==> config.mk <==
export PLATFORM = sky130hd
export DESIGN_NAME = eth_irq_moderator_flat
export DESIGN_NICKNAME = d
export VERILOG_FILES = /design/src/rtl/eth_irq_moderator_if.sv /design/src/rtl/eth_irq_moderator.sv /design/src/flat_wrapper.sv
export SDC_FILE = /design/constraint.sdc
export NUM_CORES = 1
export LEC_CHECK = 0
export CORE_UTILIZATION = 45
export CTS_CLUSTER_DIAMETER = 120
export DETAILED_ROUTE_END_ITERATION = 10
export GPL_TIMING_DRIVEN = 1
export HOLD_SLACK_MARGIN = 0.05
export PLACE_DENSITY = 0.67
export SLEW_MARGIN = 5
export SYNTH_ARGS = -nofsm -noshare
export SYNTH_HDL_FRONTEND = slang
export SYNTH_SLANG_ARGS = --single-unit
export TNS_END_PERCENT = 5
==> constraint.sdc <==
create_clock -name clk_i -period 5.7 [get_ports clk_i]
set_input_delay 1.14 -clock clk_i [delete_from_list [all_inputs] [get_ports clk_i]]
set_output_delay 1.14 -clock clk_i [all_outputs]
set_load 0.02 [all_outputs]
==> src/rtl/eth_irq_moderator_if.sv <==
// Pending/holdoff/ack inputs and interrupt outputs of the moderator.
// master: pending logic + host CSRs; slave: the moderator.
interface eth_irq_moderator_if #(
  parameter int timer_width_p = 16,
  parameter int count_width_p = 8
);
  logic                     rx_pending;
  logic                     tx_pending;
  logic [timer_width_p-1:0] holdoff;
  logic                     holdoff_v;
  logic                     irq_ack;
  logic                     irq_count_clear;
  logic                     irq;
  logic [1:0]               irq_cause;
  logic                     holdoff_active;
  logic [count_width_p-1:0] irq_count;

  modport master (
    output rx_pending, tx_pending,
    output holdoff, holdoff_v,
    output irq_ack, irq_count_clear,
    input  irq, irq_cause,
    input  holdoff_active, irq_count
  );

  modport slave (
    input  rx_pending, tx_pending,
    input  holdoff, holdoff_v,
    input  irq_ack, irq_count_clear,
    output irq, irq_cause,
    output holdoff_active, irq_count
  );
endinterface

==> src/rtl/eth_irq_moderator.sv <==
// Ethernet interrupt moderator: holdoff delay before raising irq,
// minimum gap after ack, sticky cause snapshot, saturating count.
module eth_irq_moderator #(
  parameter int timer_width_p   = 16,
  parameter int count_width_p   = 8,
  parameter int reset_holdoff_p = 0
) (
  input  logic              clk_i,
  input  logic              reset_i,
  eth_irq_moderator_if.slave bus_io
);

  typedef enum logic [1:0] {
    IDLE, DELAY, ASSERT, GAP
  } state_e;

  state_e state_q, state_d;
  logic [timer_width_p-1:0] cnt_q, cnt_d;
  logic [timer_width_p-1:0] hold_q, hold_d;
  logic [1:0]               cause_q, cause_d;
  logic [count_width_p-1:0] count_q, count_d;
  logic [count_width_p-1:0] count_base;
  logic [1:0] pend;
  logic any_p, h_zero, cnt_zero, enter_assert;

  assign pend     = {bus_io.tx_pending, bus_io.rx_pending};
  assign any_p    = |pend;
  assign h_zero   = (hold_q == '0);
  assign cnt_zero = (cnt_q == '0);

  always_ff @(posedge clk_i or posedge reset_i) begin
    if (reset_i) begin
      state_q <= IDLE;
      cnt_q   <= '0;
      hold_q  <= timer_width_p'(reset_holdoff_p);
      cause_q <= '0;
      count_q <= '0;
    end else begin
      state_q <= state_d;
      cnt_q   <= cnt_d;
      hold_q  <= hold_d;
      cause_q <= cause_d;
      count_q <= count_d;
    end
  end

  always_comb begin
    state_d = state_q;
    cnt_d   = cnt_q;
    unique case (state_q)
      IDLE: begin
        if (any_p) begin
          if (h_zero) begin
            state_d = ASSERT;
          end else begin
            state_d = DELAY;
            cnt_d   = hold_q - 1'b1;
          end
        end
      end
      DELAY: begin
        if (!any_p)        state_d = IDLE;
        else if (cnt_zero) state_d = ASSERT;
        else               cnt_d   = cnt_q - 1'b1;
      end
      ASSERT: begin
        // ack wins over a simultaneous pending drop
        if (bus_io.irq_ack) begin
          if (h_zero) begin
            state_d = IDLE;
          end else begin
            state_d = GAP;
            cnt_d   = hold_q - 1'b1;
          end
        end else if (!any_p) begin
          state_d = IDLE;
        end
      end
      GAP: begin
        if (cnt_zero) state_d = any_p ? ASSERT : IDLE;
        else          cnt_d   = cnt_q - 1'b1;
      end
      default: state_d = IDLE;
    endcase
  end

  always_comb begin
    hold_d = bus_io.holdoff_v ? bus_io.holdoff : hold_q;

    enter_assert = (state_d == ASSERT) && (state_q != ASSERT);

    cause_d = '0;
    if (enter_assert)              cause_d = pend;
    else if (state_d == ASSERT)    cause_d = cause_q | pend;

    count_base = bus_io.irq_count_clear ? '0 : count_q;
    count_d    = count_base;
    if (enter_assert && (count_base != '1))
      count_d = count_base + 1'b1;
  end

  always_comb begin
    bus_io.irq            = (state_q == ASSERT);
    bus_io.holdoff_active = (state_q == DELAY) || (state_q == GAP);
    bus_io.irq_cause      = cause_q;
    bus_io.irq_count      = count_q;
  end

endmodule

==> src/flat_wrapper.sv <==
// flat-port wrapper written by rule: the top's interface ports become plain ports
module eth_irq_moderator_flat 
#(
  parameter int timer_width_p   = 16,
  parameter int count_width_p   = 8,
  parameter int reset_holdoff_p = 0
)
  (clk_i, reset_i, bus_io_rx_pending, bus_io_tx_pending, bus_io_holdoff, bus_io_holdoff_v, bus_io_irq_ack, bus_io_irq_count_clear, bus_io_irq, bus_io_irq_cause, bus_io_holdoff_active, bus_io_irq_count);
  eth_irq_moderator_if #(.timer_width_p(timer_width_p), .count_width_p(count_width_p)) bus_io_i ();
  input  logic clk_i;
  input  logic reset_i;
  input wire logic [$bits(bus_io_i.rx_pending)-1:0] bus_io_rx_pending;
  input wire logic [$bits(bus_io_i.tx_pending)-1:0] bus_io_tx_pending;
  input wire logic [$bits(bus_io_i.holdoff)-1:0] bus_io_holdoff;
  input wire logic [$bits(bus_io_i.holdoff_v)-1:0] bus_io_holdoff_v;
  input wire logic [$bits(bus_io_i.irq_ack)-1:0] bus_io_irq_ack;
  input wire logic [$bits(bus_io_i.irq_count_clear)-1:0] bus_io_irq_count_clear;
  output wire logic [$bits(bus_io_i.irq)-1:0] bus_io_irq;
  output wire logic [$bits(bus_io_i.irq_cause)-1:0] bus_io_irq_cause;
  output wire logic [$bits(bus_io_i.holdoff_active)-1:0] bus_io_holdoff_active;
  output wire logic [$bits(bus_io_i.irq_count)-1:0] bus_io_irq_count;
  assign bus_io_i.rx_pending = bus_io_rx_pending;
  assign bus_io_i.tx_pending = bus_io_tx_pending;
  assign bus_io_i.holdoff = bus_io_holdoff;
  assign bus_io_i.holdoff_v = bus_io_holdoff_v;
  assign bus_io_i.irq_ack = bus_io_irq_ack;
  assign bus_io_i.irq_count_clear = bus_io_irq_count_clear;
  assign bus_io_irq = bus_io_i.irq;
  assign bus_io_irq_cause = bus_io_i.irq_cause;
  assign bus_io_holdoff_active = bus_io_i.holdoff_active;
  assign bus_io_irq_count = bus_io_i.irq_count;
  eth_irq_moderator #(.timer_width_p(timer_width_p), .count_width_p(count_width_p), .reset_holdoff_p(reset_holdoff_p)) u_core (.clk_i(clk_i), .reset_i(reset_i), .bus_io(bus_io_i));
endmodule
==> metrics.cfg <==
[run_status]
status = finished clean

[sta]
fmax_ghz = 0.305
setup_viol = 0
finalHoldViolations = 0
rsz0062_at_grt = false
relSlewSlack_pct = 28.1
slew_violations = 0
fin_crit_sh_pct = 57.4
worstMarginPinSlew_ns = 1.05
clock_skew_ns = 0.00953
final.min_clock_period_ns = 3.27
fin_ws_ns = 2.43
fin_tns_setup_ns = 0

[clock_tree]
cts_resized = 0
cts_tree = yes
clk_latency_ns = 0.30
cts_setup_buffers = 0
cts.sinks = 44
cts_hold_buf = 0
cts_root_buf = clkbuf_8
clk_path_buf_depth = 2
h-tree-depth = 2
cts_made_buffers = 5
cts.clk_slew.worst_paths_ns = 0.09

[logic_synthesis]
ys.flop_type = dfrtp_1
synth-xor-area-share_pct = 1.62
synthMuxAreaShare_pct = 13.1
synth-compound-area-share_pct = 18.4
yosysWarnings = 0
synth-simple-area-share_pct = 22.2
yosysSeqAreaShare_pct = 40.9
synthArstFlopShare_pct = 100
synthAdderAreaFrac_pct = 0.929
synthCells = 280
ys_ff_latch = 44
syn-num-nets = 305
mappedNetlistArea_sq_um = 2700
synth_top_family_by_area = simple AND/OR/NAND/NOR gates
avgSynthCellArea_sq_um = 9.63
synth_cell_types = 53
synth_edf_count = 0

[floorplan]
rows = 27
start_util_pct = 47.8
ios = 35
die_area_sq_um = 6300
fp.dieW_microns = 79.4
core_sq_um = 5640
die_height_microns = 79.4

[critical_path]
cpPeakStageDelay_ns = 0.81
crit_fanout = 19
cp_slowest_cell = nor3b_2
setup.worst_path.start_class = input pin
crit_type = in2reg
cp.arrival_ns = 3.47
path_cells = clkdlybuf4s50_1, or2_2, o21ai_0, nor3b_2, buf_4, o311ai_0, a22o_1
end_kind = register
required_ns = 5.90

[global_route]
grt_pass1_wl_mm = 10.0
grt_max_degree = 45
met1_usage_pct = 27.5
grt_use_total_pct = 20.2
grt_overflow = 0
grt_pass1_vias = 2125
top_usage_layer = met2
met3_usage_pct = 4.57
met2_usage_pct = 31.7
antenna_found_initial = 0

[pwr]
ir_drop_uv = 182
pwr-share-clk_pct = 19.2
p_int_mw = 0.627
swShare_pct = 37.5
p_leak_nw = 1.26
pwr-share-comb_pct = 32.4
power.switching_mw = 0.377
power.density_nw_per_um2 = 315
sequentialPowerShare_pct = 48.4

[placed_design]
io_buffers = 34
dp_hpwl_mm = 4.11
place_area_sq_um = 3110
place_congestion = 0.807
dp_slack_ns = 2.10

[job]
cap_violations = 0

[cells_and_area]
fill_cells = 515
stdcell_area_sq_um = 3190
syn_to_final_growth_pct = 18.3
drive_gt1_share_pct = 14.5
layout_commonest_cell = dfrtp_1
diodes = 0
nNetsFinal = 336
most-common-layout-cells = dfrtp_1, clkdlybuf4s50_1, a21oi_1, mux2_2, nand2_1

[detailed_routing]
drc_errors = 0
drt_iter0_markers = 111
postRouteAntennaNets = 0
wl_per_cell_microns = 15.0
route.vias.total = 2298
viasPerCell = 6.00
wirelength_mm = 5.73
first_pass_iters = 4

[worst_hold_path]
hold_path_class = reg2reg

-- final timing paths --
path,startpoint,endpoint,slack (ns),cells after the start
setup / recovery,bus_io_tx_pending,u_core.cnt_q[3],2.43,7
hold / removal,u_core.cnt_q[15],u_core.cnt_q[15],0.50,1
setup reg to reg,u_core.hold_q[9],u_core.bus_io.irq_count[6],2.59,6
hold reg to reg,u_core.cnt_q[15],u_core.cnt_q[15],0.50,1
max in group asynchronous,reset_i,u_core.state_q[0],4.03,3
min in group asynchronous,reset_i,u_core.bus_io.irq_cause[1],1.27,3
-- layer usage --
layer	share of wire, %	up-vias
met5	0	-
met4	1.3	0
met3	4.3	9
met2	47	50
met1	47	1114
li1	-	1125
-- cell usage after synthesis (4+ instances only) --
library cell / number / share of area (%)
dfrtp_1: 44 / 41
a21oi_1: 25 / 4.6
mux2_2: 18 / 7.5
nand2_1: 17 / 2.4
mux2i_1: 15 / 5.6
nor2_1: 14 / 1.9
nor2b_1: 13 / 3.0
nor3_1: 11 / 2.0
clkbuf_1: 10 / 1.4
o211ai_1: 9 / 2.5
o31ai_1: 7 / 1.9
or2_2: 7 / 1.6
inv_1: 6 / 0.84
nand3_1: 6 / 1.1
nor3b_1: 6 / 1.7
o21ai_0: 6 / 1.1
or3_1: 5 / 1.2
or4_1: 4 / 1.1
-- power groups by stage --
stage / Combinational, mW / Sequential (mW) / Clock (mW)
final: 0.325 / 0.486 / 0.192
after global routing: 0.370 / 0.500 / 0.210
after CTS: 0.327 / 0.485 / 0.199
after detailed placement: 0.326 / 0.491 / 0
after global placement: 0.319 / 0.489 / 0
after floorplan: 0.266 / 0.454 / 0
-- kinds of logic (layout without fill, tap and decap cells) --
kind of cell / count (synthesis) / in the layout
AO/OA/AOI/OAI: 72 / 72
XOR/XNOR: 5 / 5
adder cells (fa/ha/maj): 2 / 2
buffers and inverters: 20 / 51
flip-flops: 44 / 44
multiplexers: 33 / 33
AND/OR/NAND/NOR: 104 / 104
-- worst max-delay path: cells and delay by family --
kind / cells / cell delay (ns)
AO/OA/AOI/OAI: 3 / 0.51
AND/OR/NAND/NOR: 2 / 0.94
buffers and inverters: 2 / 0.87
-- flip-flops by register name (all words and copies together) (netlist names) --
name / flops
u_core.state_q: 2
u_core.cnt_q: 16
u_core.bus_io.irq_cause: 2
u_core.bus_io.irq_count: 8
u_core.hold_q: 16
-- metrics by stage --
step | power (mW) | cells | hold slack, ns | utilization (%)
floorplan | 0.720 | 280 | 0.467 | -
global placement | 0.808 | 376 | 0.483 | 55.1
detailed placement | 0.816 | 376 | 0.488 | 55.1
CTS | 1.01 | 383 | 0.508 | 56.5
global route | 1.08 | 383 | 0.540 | 56.5
finish | 1.00 | 383 | 0.503 | 56.5
-- area by class of cell --
type | instances | area (sq um) | area share (%)
Tap cell | 72 | 90.1 | 2.82
Timing Repair Buffer | 38 | 370 | 11.6
Multi-Input combinational cell | 216 | 1520 | 47.7
Inverter | 6 | 22.5 | 0.706
Sequential cell | 44 | 1100 | 34.6
Clock buffer | 5 | 68.8 | 2.16
Clock inverter | 2 | 12.5 | 0.392
(Power assumes the default switching activity.)
